### config.mk
export PLATFORM = sky130hd
export DESIGN_NAME = hazard_unit
export DESIGN_NICKNAME = d
export VERILOG_FILES = /design/src/rtl/hazard_unit_pkg.sv /design/src/rtl/fwd_select.sv /design/src/rtl/hazard_unit.sv
export SDC_FILE = /design/constraint.sdc
export NUM_CORES = 1
export LEC_CHECK = 0
export ABC_AREA = 1
export BUFFER_PORTS_ARGS = -buffer_cell sky130_fd_sc_hd__buf_4
export CORE_UTILIZATION = 50
export CTS_BUF_LIST = sky130_fd_sc_hd__clkbuf_16
export DETAILED_ROUTE_END_ITERATION = 8
export GPL_TIMING_DRIVEN = 0
export HOLD_SLACK_MARGIN = 0.1
export PLACE_DENSITY = 0.76
export SYNTH_ARGS = -nofsm -noshare
export SYNTH_HDL_FRONTEND = slang
export SYNTH_HIERARCHICAL = 1
export SYNTH_SLANG_ARGS = --single-unit
### constraint.sdc
create_clock -name clk_i -period 2.1 [get_ports clk_i]
set_input_delay 0.105 -clock clk_i [delete_from_list [all_inputs] [get_ports clk_i]]
set_output_delay 0.105 -clock clk_i [all_outputs]
set_load 0.01 [all_outputs]
### src/rtl/hazard_unit_pkg.sv
// Shared pipeline constants and types for the hazard / forwarding unit.
// Latency: n/a (types, constants and one pure helper function).
// Backpressure: n/a.
package hazard_unit_pkg;

   // Register-file address width (32 architectural registers).
   localparam int REG_AW = 5;

   // Stall counter width.
   localparam int CNT_W = 16;

   typedef logic [REG_AW-1:0] reg_addr_t;

   // ALU operand source select.
   typedef enum logic [1:0] {
      FWD_RF  = 2'b00,
      FWD_WB  = 2'b01,
      FWD_MEM = 2'b10
   } fwd_sel_e;

   // Load-use FSM states.
   typedef enum logic {
      ST_RUN    = 1'b0,
      ST_STALL1 = 1'b1
   } hz_state_e;

   // Shadow of the EX/MEM pipeline register fields the unit cares about.
   typedef struct packed {
      reg_addr_t dst;
      logic      regwrite;
      logic      memread;
   } mem_stage_t;

   // Shadow of the MEM/WB pipeline register fields the unit cares about.
   typedef struct packed {
      reg_addr_t dst;
      logic      regwrite;
   } wb_stage_t;

   // True when a writing stage produces the register being read.
   // $0 is hard-wired to zero, so it never matches.
   function automatic logic stage_hit(input reg_addr_t src,
                                      input reg_addr_t dst,
                                      input logic      regwrite);
      return regwrite && (dst != '0) && (dst == src);
   endfunction

endpackage

### src/rtl/fwd_select.sv
// Forwarding select for one ALU operand: picks MEM, WB or register file.
// Latency: purely combinational, zero cycles.
// Backpressure: none; output follows inputs every cycle.
module fwd_select
   import hazard_unit_pkg::*;
(
   input  logic [REG_AW-1:0] src_addr,
   input  mem_stage_t        mem_stage,
   input  wb_stage_t         wb_stage,
   output logic [1:0]        sel
);

   logic mem_hit;
   logic wb_hit;

   assign mem_hit = stage_hit(src_addr, mem_stage.dst, mem_stage.regwrite);
   assign wb_hit  = stage_hit(src_addr, wb_stage.dst,  wb_stage.regwrite);

   // MEM holds the younger result, so it wins over WB.
   always_comb begin
      sel = FWD_RF;
      if (mem_hit) begin
         sel = FWD_MEM;
      end else if (wb_hit) begin
         sel = FWD_WB;
      end
   end

endmodule

### src/rtl/hazard_unit.sv
// Load-use stall, branch squash and ALU forwarding control for a 5-stage pipe.
// Latency: all control outputs combinational (zero cycles); shadows/counter 1 cycle.
// Backpressure: none; a load-use hazard stalls PC/IF-ID for exactly one cycle.
module hazard_unit
   import hazard_unit_pkg::*;
(
   input  logic              clk_i,
   input  logic              rst_i,
   // decode stage
   input  logic [REG_AW-1:0] IDRSAddr_i,
   input  logic [REG_AW-1:0] IDRTAddr_i,
   input  logic              Branch_i,
   // execute stage (ID/EX register outputs)
   input  logic [REG_AW-1:0] EXRSAddr_i,
   input  logic [REG_AW-1:0] EXRTAddr_i,
   input  logic [REG_AW-1:0] EXDstAddr_i,
   input  logic              EXRegWrite_i,
   input  logic              EXMemRead_i,
   // control outputs
   output logic              Stall_o,
   output logic              IDEXFlush_o,
   output logic              IFIDFlush_o,
   output logic [1:0]        ForwardA_o,
   output logic [1:0]        ForwardB_o,
   output logic [CNT_W-1:0]  StallCnt_o
);

   mem_stage_t       mem_q;
   wb_stage_t        wb_q;
   hz_state_e        state_q;
   hz_state_e        state_d;
   logic [CNT_W-1:0] stall_cnt_q;
   logic             raw_hazard;
   logic             load_use;
   logic [1:0]       fwd_a;
   logic [1:0]       fwd_b;

   // The MEM load flag is tracked so the shadow mirrors the real EX/MEM
   // register, but no current decision depends on it.
   logic unused_mem_memread;
   assign unused_mem_memread = mem_q.memread;

   // Shadow pipeline: EX fields move into MEM, MEM moves into WB.
   always_ff @(posedge clk_i) begin
      if (!rst_i) begin
         mem_q <= '0;
         wb_q  <= '0;
      end else begin
         mem_q.dst      <= EXDstAddr_i;
         mem_q.regwrite <= EXRegWrite_i;
         mem_q.memread  <= EXMemRead_i;
         wb_q.dst       <= mem_q.dst;
         wb_q.regwrite  <= mem_q.regwrite;
      end
   end

   // A load in EX whose destination is read by the instruction in ID.
   assign raw_hazard = EXMemRead_i
                    && (EXDstAddr_i != '0)
                    && ((EXDstAddr_i == IDRSAddr_i) || (EXDstAddr_i == IDRTAddr_i));

   // Load-use FSM state register.
   always_ff @(posedge clk_i) begin
      if (!rst_i) begin
         state_q <= ST_RUN;
      end else begin
         state_q <= state_d;
      end
   end

   // Next state and stall decision; STALL1 holds the inserted bubble in EX,
   // which cannot create a hazard, so no stall is raised there.
   always_comb begin
      state_d  = state_q;
      load_use = 1'b0;
      case (state_q)
         ST_RUN: begin
            if (raw_hazard) begin
               load_use = 1'b1;
               state_d  = ST_STALL1;
            end
         end
         ST_STALL1: begin
            state_d = ST_RUN;
         end
         default: begin
            state_d = ST_RUN;
         end
      endcase
   end

   assign Stall_o     = load_use;
   assign IDEXFlush_o = load_use;
   // A stall keeps the branch in ID, so it is re-evaluated next cycle.
   assign IFIDFlush_o = Branch_i && !load_use;

   // Saturating count of stall cycles.
   always_ff @(posedge clk_i) begin
      if (!rst_i) begin
         stall_cnt_q <= '0;
      end else if (load_use && (stall_cnt_q != {CNT_W{1'b1}})) begin
         stall_cnt_q <= stall_cnt_q + {{(CNT_W-1){1'b0}}, 1'b1};
      end
   end

   assign StallCnt_o = stall_cnt_q;

   fwd_select u_fwd_a (
      .src_addr  (EXRSAddr_i),
      .mem_stage (mem_q),
      .wb_stage  (wb_q),
      .sel       (fwd_a)
   );

   fwd_select u_fwd_b (
      .src_addr  (EXRTAddr_i),
      .mem_stage (mem_q),
      .wb_stage  (wb_q),
      .sel       (fwd_b)
   );

   // Shadows are not yet trustworthy while reset is asserted.
   assign ForwardA_o = rst_i ? fwd_a : FWD_RF;
   assign ForwardB_o = rst_i ? fwd_b : FWD_RF;

endmodule

==> flow_summary.ini <==
[global_route]
antenna_found_initial = 0
grt_pass1_vias = 2113
grt_remaining_overflow = 0
grt_max_degree = 11
grt.total_usage = 0.260
grt_pass1_wl_um = 9000

[layout]
final_util = 0.693
syn_to_final_growth_pct = 31.9
num_antenna_cells = 0
nets = 451
mostFrequentLayoutCells = nand2_1, inv_1, buf_4
final_common_cell = nand2_1
layout-drive-gt1-share = 0.249

[route]
wl_per_cell_um = 11.0
dr.pass1.iters = 4
vias = 2246
ant_nets = 0
vias_per_cell = 4.77
first_iter_violations = 158
drt-total-wl_um = 5180
drc = 0

[place]
gp_congestion = 0.862
hpwl_um = 3870
pre_cts_slack_ps = 166
numPortBuffers = 52

[sta]
hold_violations = 0
fin_ws_ps = 138
setup_violations = 0
rsz0062_at_grt = false
fin_setup_tns_ps = 0
worst_pin_slew_ps = 690
min_period_over_period = 0.934
fmax_mhz = 510
clock_skew_ps = 3.85
slew_headroom = 0.540
slew_violations = 0
min_period_ps = 1960

[worst_setup_path]
r2r_slack_ps = 190
cp_data_arrival_time_ps = 1860
criticalPathCategory = in2out
reg2regPathDepth = 9
cp.required_ps = 2000
cp_max_fo = 7
start_kind = primary input
cp-end-kind = output port

[synth]
syn_avg_cell_area_um2 = 6.00
synth_nets = 386
yosysWarningCount = 6
syn-cell-area_mm2 = 0.00213
synthCells = 355

[cts]
cts_sinks = 29
clock_latency_ps = 270
cts_root_buf = clkbuf_16
clk_pin_slew_ps = 50
cts_buffers = 5
postCtsSetupRepairBufs = 0
h-tree-depth = 2
clock_path_buffers = 2
cts_tree = yes

[outcome]
status = finished, final reports clean

[run]
maxCapViolations = 0

[floorplanning]
io_pins = 53
initial_core_util = 0.525
fp-row-count = 23
die_h_um = 67.3
coreArea_mm2 = 0.00406
die_w_um = 67.3
fp.dieArea_mm2 = 0.00453

[pwr]
power_uw = 1590
p_leak_uw = 0.00148
max-vdd-ir-drop_mv = 0.411
p_per_area_mw_per_mm2 = 565

[min_path]
hold_path_class = in2reg
holdPathStages = 3
routing by layer:
layer | GRT usage | part of all wire | vias to the layer above | wire length (µm)
li1 | - | - | 1212 | -
met1 | 0.325 | 0.48 | 975 | 2490
met2 | 0.456 | 0.47 | 57 | 2430
met3 | 0.0574 | 0.046 | 2 | 236
met4 | 0.0505 | 0.0052 | 0 | 27
met5 | 0 | 0 | - | 0
critical path, stage by stage:
cell and delay [ps]:
dlygate4sd3_1 540, buf_4 160, nor2_1 100, nor2_1 50, nor2_1 120, nand3_1 80
nand2_1 260, nand2_1 110, inv_1 120, buf_4 110, buf_4 100
final cells by class:
type / instances / area [µm²]
clock inverters: 3 / 41.3
flip-flops and latches: 29 / 581
fillers: 376 / 1250
repair buffers: 58 / 450
plain buffers: 10 / 67.6
well taps: 50 / 62.6
inverters: 65 / 244
clock buffers: 5 / 125
multi-input cells: 251 / 1240
state kept, by name, indices dropped and copies added, names as in the netlist:
name	flops
StallCnt_o	16
mem_q	6
wb_q	6
state_q	1
timing repair:
item	4_1_cts	5_1_grt
hold endpoints to repair	6	0
gates resized for setup	0	1
hold buffers	6	0
setup endpoints to repair	0	10
per-stage QoR:
step	std cells	cell area [µm²]	hold WS, ps
after floorplan	355	2130	203
after global routing	471	2810	182
after detailed placement	457	2580	295
after global placement	457	2580	288
final	471	2810	166
after CTS	471	2810	166
worst paths after layout:
path	startpoint	endpoint
worst min-delay path	rst_i	StallCnt_o[6]
worst max register to register	StallCnt_o[0]	StallCnt_o[13]
worst max-delay path	EXDstAddr_i[0]	Stall_o
worst min register to register	mem_q[1]	wb_q[0]
where the power goes:
| part | internal (µW) | total (µW) | leakage, µW | switching, µW |
|---|---|---|---|---|
| logic | 96.8 | 212 | 0.00117 | 116 |
| clock network | 554 | 795 | 0.0000775 | 241 |
| registers | 564 | 580 | 0.000236 | 15.8 |
No activity file was read; power rests on OpenSTA's default activity.
